===== src/rtl/sw_traceback_unit.sv =====
// rtl/sw_traceback_unit.sv - collects one solver tile, tracks the max cell, streams its arrow path back
module sw_traceback_unit #(
    parameter int DIM    = 16,
    parameter int VAL_W  = 8,
    parameter int TILE_W = 4,
    parameter int OFF_W  = 8
) (
    input  logic              clk,
    input  logic              reset,
    input  logic              start,
    input  logic [TILE_W-1:0] sel_tile,
    input  logic              in_valid,
    input  logic [TILE_W-1:0] in_tile,
    input  logic [OFF_W-1:0]  in_offset,
    input  logic [1:0]        in_arrow,
    input  logic [VAL_W-1:0]  in_val,
    output logic              busy,
    output logic [VAL_W-1:0]  max_val,
    output logic [3:0]        max_row,
    output logic [3:0]        max_col,
    output logic              tb_valid,
    input  logic              tb_ready,
    output logic [3:0]        tb_row,
    output logic [3:0]        tb_col,
    output logic [1:0]        tb_arrow,
    output logic              tb_last,
    output logic              done
);
    localparam int CELLS = DIM * DIM;

    typedef enum logic [2:0] {IDLE, COLLECT, TR_READ, TR_EMIT, DONE_S} state_t;

    state_t            state, state_nx;
    logic [TILE_W-1:0] tile_q;
    logic [8:0]        cell_cnt;
    logic [3:0]        cur_row, cur_col;
    logic [1:0]        ram [CELLS];
    logic [1:0]        rd_arrow;
    logic              accept, upd, last_cell, emit, is_last, handshake;
    logic [VAL_W-1:0]  final_max;

    assign accept    = (state == COLLECT) && in_valid && (in_tile == tile_q);
    assign upd       = accept && (in_val > max_val);
    assign last_cell = accept && (cell_cnt == 9'(CELLS - 1));
    assign final_max = upd ? in_val : max_val;
    assign emit      = (state == TR_EMIT);
    assign handshake = emit && tb_ready;

    // Path ends on a stop arrow or when the next step would leave the tile edge.
    always_comb begin
        is_last = 1'b0;
        case (rd_arrow)
            2'b00: is_last = 1'b1;
            2'b01: is_last = (cur_row == 4'd0);
            2'b10: is_last = (cur_col == 4'd0);
            2'b11: is_last = (cur_row == 4'd0) || (cur_col == 4'd0);
            default: is_last = 1'b1;
        endcase
    end

    always_ff @(posedge clk or negedge reset) begin
        if (!reset) state <= IDLE;
        else        state <= state_nx;
    end

    always_comb begin
        state_nx = state;
        case (state)
            IDLE:    if (start) state_nx = COLLECT;
            COLLECT: if (last_cell) state_nx = (final_max == '0) ? DONE_S : TR_READ;
            TR_READ: state_nx = TR_EMIT;
            TR_EMIT: if (handshake) state_nx = is_last ? DONE_S : TR_READ;
            DONE_S:  state_nx = IDLE;
            default: state_nx = IDLE;
        endcase
    end

    // cur_row/cur_col follow the running max so traceback starts there without an extra load.
    always_ff @(posedge clk or negedge reset) begin
        if (!reset) begin
            tile_q   <= '0;
            cell_cnt <= '0;
            max_val  <= '0;
            max_row  <= '0;
            max_col  <= '0;
            cur_row  <= '0;
            cur_col  <= '0;
        end else begin
            if (state == IDLE && start) begin
                tile_q   <= sel_tile;
                cell_cnt <= '0;
                max_val  <= '0;
                max_row  <= '0;
                max_col  <= '0;
                cur_row  <= '0;
                cur_col  <= '0;
            end
            if (accept) cell_cnt <= cell_cnt + 9'd1;
            if (upd) begin
                max_val <= in_val;
                max_row <= in_offset[7:4];
                max_col <= in_offset[3:0];
                cur_row <= in_offset[7:4];
                cur_col <= in_offset[3:0];
            end
            if (handshake && !is_last) begin
                cur_row <= cur_row - {3'b000, rd_arrow[0]};
                cur_col <= cur_col - {3'b000, rd_arrow[1]};
            end
        end
    end

    always_ff @(posedge clk) begin
        if (accept) ram[in_offset] <= in_arrow;
        if (state == TR_READ) rd_arrow <= ram[{cur_row, cur_col}];
    end

    assign busy     = (state != IDLE);
    assign done     = (state == DONE_S);
    assign tb_valid = emit;
    assign tb_row   = emit ? cur_row : 4'd0;
    assign tb_col   = emit ? cur_col : 4'd0;
    assign tb_arrow = emit ? rd_arrow : 2'b00;
    assign tb_last  = emit && is_last;
endmodule


===== config.mk =====
export PLATFORM = sky130hd
export DESIGN_NAME = sw_traceback_unit
export DESIGN_NICKNAME = d
export VERILOG_FILES = /design/src/rtl/sw_traceback_unit.sv
export SDC_FILE = /design/constraint.sdc
export NUM_CORES = 1
export LEC_CHECK = 0
export ABC_AREA = 1
export CORE_MARGIN = 5
export CORE_UTILIZATION = 62
export DETAILED_ROUTE_END_ITERATION = 16
export PLACE_DENSITY = 0.8
export SLEW_MARGIN = 15
export SYNTH_ARGS = -nofsm -noshare
export SYNTH_HDL_FRONTEND = slang
export SYNTH_SLANG_ARGS = --single-unit

===== constraint.sdc =====
create_clock -name clk -period 2.5 [get_ports clk]
set_input_delay 0.25 -clock clk [delete_from_list [all_inputs] [get_ports clk]]
set_output_delay 0.25 -clock clk [all_outputs]
set_load 0.05 [all_outputs]

==> flow_summary.ini <==
[floorplanning]
die_w_um = 207.4
core_area_mm2 = 0.03865
dieHeight_um = 207.4
top_level_ports = 61
start_util_pct = 62.54
dieArea_mm2 = 0.04303
fp-row-count = 72

[worst_setup_path]
path_class = flip-flop to flip-flop
critical_path_cell_count = 13
crit_buf_inv = 3
cp_top_family = simple AND/OR/NAND/NOR gates
cp.arrival_ns = 2.79
worst_setup_path_end_kind = flip-flop
critical_path_required_ns = 2.84
ff2ff_path_depth = 13
crit_fanout = 29
critPathLaunchType = flip-flop
slowest_delay_ns = 0.52
slowest_stage = dfrtp_4
crit_path_cell_trace = inv_16 > buf_6 > buf_12 > o21ai_0 > o22ai_1 > nand2_1 > nand2_1 > nand3_1 > nand2_1 > nor2_2 > nor2_2 > nor2_2 > nor2_1

[place]
gp_congestion = 0.9397
dp_hpwl_um = 38440
dp.cells = 2805
portBuffers = 60

[sta]
period_minus_slack_ns = 2.446
drv_slew = 0
finalSetupViolCount = 0
rsz0062_at_grt = yes
clock_skew_ns = 0.01259
timing.setup.tns_ns = 0
tightest_slew_ns = 0.9116
holdWs_ns = 0.1336
max-slew-margin-rel_pct = 39.23
post-route-period-util_pct = 97.84
finalHoldViolations = 0
fmax_mhz = 408.8

[synth]
ys_types = 39
synth-edff-count = 514
syn_nets = 2314
synth_async_sr_flop_share_pct = 7.220
synthesis.area_mm2 = 0.02417
synthFlopType = edfxtp_1
avgSynthCellArea_um2 = 10.65
synth_seq_cells = 554
yosys_warnings = 0
syn-instance-count = 2269
seq_area_frac_synth_pct = 68.01

[hold_path]
holdPathStages = 1
hold_class = input port to flip-flop

[route]
drt-initial-drc-count = 2147
vias_per_cell = 6.117
postRouteAntennaNets = 0
postRouteWirelength_um = 63520
routedWlPerCell_um = 21.83
drc = 0
dr.pass1.iters = 5
vias = 17800

[global_route]
grt_max_degree = 82
grt_overflow = 0
grt_pass1_vias = 17150
antenna_found_initial = 1
grt_pass1_wl_um = 95100
grtUsageTotal_pct = 28.41

[final_layout]
fillCellCount = 2535
final_net_count = 2398
area_delta_synth_final_pct = 14.72
multi_input_area_mm2 = 0.006789
final_cell_count_no_fill = 2910
seq_area_mm2 = 0.01644
antenna_cells = 0
layout-drive-gt1-share_pct = 10.16

[pwr]
power_density_mw_per_mm2 = 1050
p_leak_nw = 9.906
vdd_ir_drop_max_mv = 0.7254
finalPower_w = 0.02910

[clock_network]
cts_tree = yes
root_buffer = clkbuf_16
clk_latency_ns = 0.60
cts_sinks = 554
cts_max_path_buffers = 3
htreeDepth = 2
numCtsBuffers = 53
path_clk_slew_ns = 0.06

[status]
status = complete, no violations

[run]
max_cap_violations = 0
## routing by layer
metal / up-vias / global-route usage [%] / wire length, µm
li1: 7971 / - / -
met5: - / 0 / 13
met4: 2 / 10.42 / 2629
met1: 8495 / 37.42 / 23080
met3: 196 / 7.345 / 7445
met2: 1137 / 46.31 / 30350
## through the flow
step / util [%] / setup slack (ns) / area (µm²)
after floorplan: - / 0.2450 / 24170
after global placement: 66.85 / -0.01199 / 25830
after detailed placement: 66.85 / -0.07388 / 25830
after CTS: 71.45 / -0.0003622 / 27610
after global routing: 71.74 / -0.04151 / 27730
final: 71.74 / 0.05408 / 27730
## cells in the final DEF, fill, tap and decap left out, types with 3 or more instances in the layout
cell             instances
nor4_1                   3
nand3_1                141
o211ai_1                22
buf_12                  28
a21oi_1                105
clkinv_1                12
clkdlybuf4s50_1         44
clkinv_2                 8
nor3_1                  17
a21boi_0                23
bufinv_16                5
mux2i_1                  4
nand3_2                  8
o22ai_1                 37
ha_1                    14
buf_4                   79
inv_1                   72
o21ai_0                108
inv_2                    6
nor2_4                   3
o221ai_1                 5
nor3_4                   4
dfrtp_1                 37
clkbuf_16               57
clkbuf_1                12
nor2_2                   8
nand2_2                 12
xor2_1                   3
nand4_1                  3
nand2_1                564
buf_6                    7
nor2_1                 391
o21ai_1                  9
edfxtp_1               514
## final timing paths
kind / slack (ns) / endpoint / from
hold reg to reg: 0.48 / max_col[1] / max_col[1]
min in group asynchronous: 0.31 / tile_q[3] / reset
max in group asynchronous: 1.51 / cur_col[0] / reset
hold / removal: 0.13 / ram[121][1] / in_arrow[1]
setup reg to reg: 0.05 / rd_arrow[1] / cur_col[0]
setup / recovery: 0.05 / rd_arrow[1] / cur_col[0]
## Yosys cell counts, drive strengths merged, types with 4 or more instances
library cell  number  area share (%)
nand2            576             9.0
edfxtp           514              64
nor2             402             6.3
nand3            150             3.3
o21ai            117             2.4
a21oi            106             2.2
buf               98             2.2
inv               79             1.2
clkbuf            40            0.62
dfrtp             40             4.1
o22ai             37            0.96
a21boi            24            0.75
nor3              22            0.64
o211ai            22            0.68
ha                14            0.72
o221ai             6            0.22
mux2i              4            0.17
## logic make-up (layout without fill, tap and decap cells)
kind of cell / after synthesis / after routing / synth area share (%)
compound gates: 316 / 316 / 7.357
flops: 554 / 554 / 68.01
simple gates: 1157 / 1157 / 19.52
fa+ha+maj: 14 / 14 / 0.7248
buf+inv: 220 / 343 / 4.079
mux: 4 / 4 / 0.1657
xor+xnor: 4 / 4 / 0.1450
## flip-flops by register name, indices dropped and copies added (netlist names)
name,flops
cell_cnt,9
cur_row,4
cur_col,4
max_val,8
max_row,4
state,3
rd_arrow,2
max_col,4
ram,512
tile_q,4
## timing repair
action	in CTS	in global routing
pin swaps	0	4
endpoints found under the hold margin	40	0
hold buffers	1	0
gates resized for setup	7	17
cloned	1	2
buffers inserted	5	3
setup endpoints to repair	1	9
## worst register-to-register path, stage by stage, from the launching register on
cell and delay (ns):
dfrtp_4 0.52, inv_16 0.06, buf_6 0.16, buf_12 0.18, o21ai_0 0.27, o22ai_1 0.11, nand2_1 0.07, nand2_1 0.09
nand3_1 0.12, nand2_1 0.08, nor2_2 0.25, nor2_2 0.10, nor2_2 0.10, nor2_1 0.07
## area by class of cell
class | instances | share of cell area, %
timing repair inverter | 1 | 0.03159
multi-input combinational | 1495 | 24.49
clock buffer | 69 | 5.226
inverter | 82 | 1.173
timing repair buffer | 166 | 6.557
tap | 518 | 2.338
clock inverter | 25 | 0.8890
sequential | 554 | 59.30
## power by group
| group | internal [W] | leakage (nW) | switching [W] | total (W) |
|---|---|---|---|---|
| Clock | 0.00457 | 0.825 | 0.00331 | 0.00788 |
| Combinational | 0.00335 | 3.93 | 0.00724 | 0.0106 |
| Sequential | 0.0104 | 5.16 | 0.000270 | 0.0106 |
| Total | 0.0183 | 9.91 | 0.0108 | 0.0291 |
(Power assumes the default switching activity.)
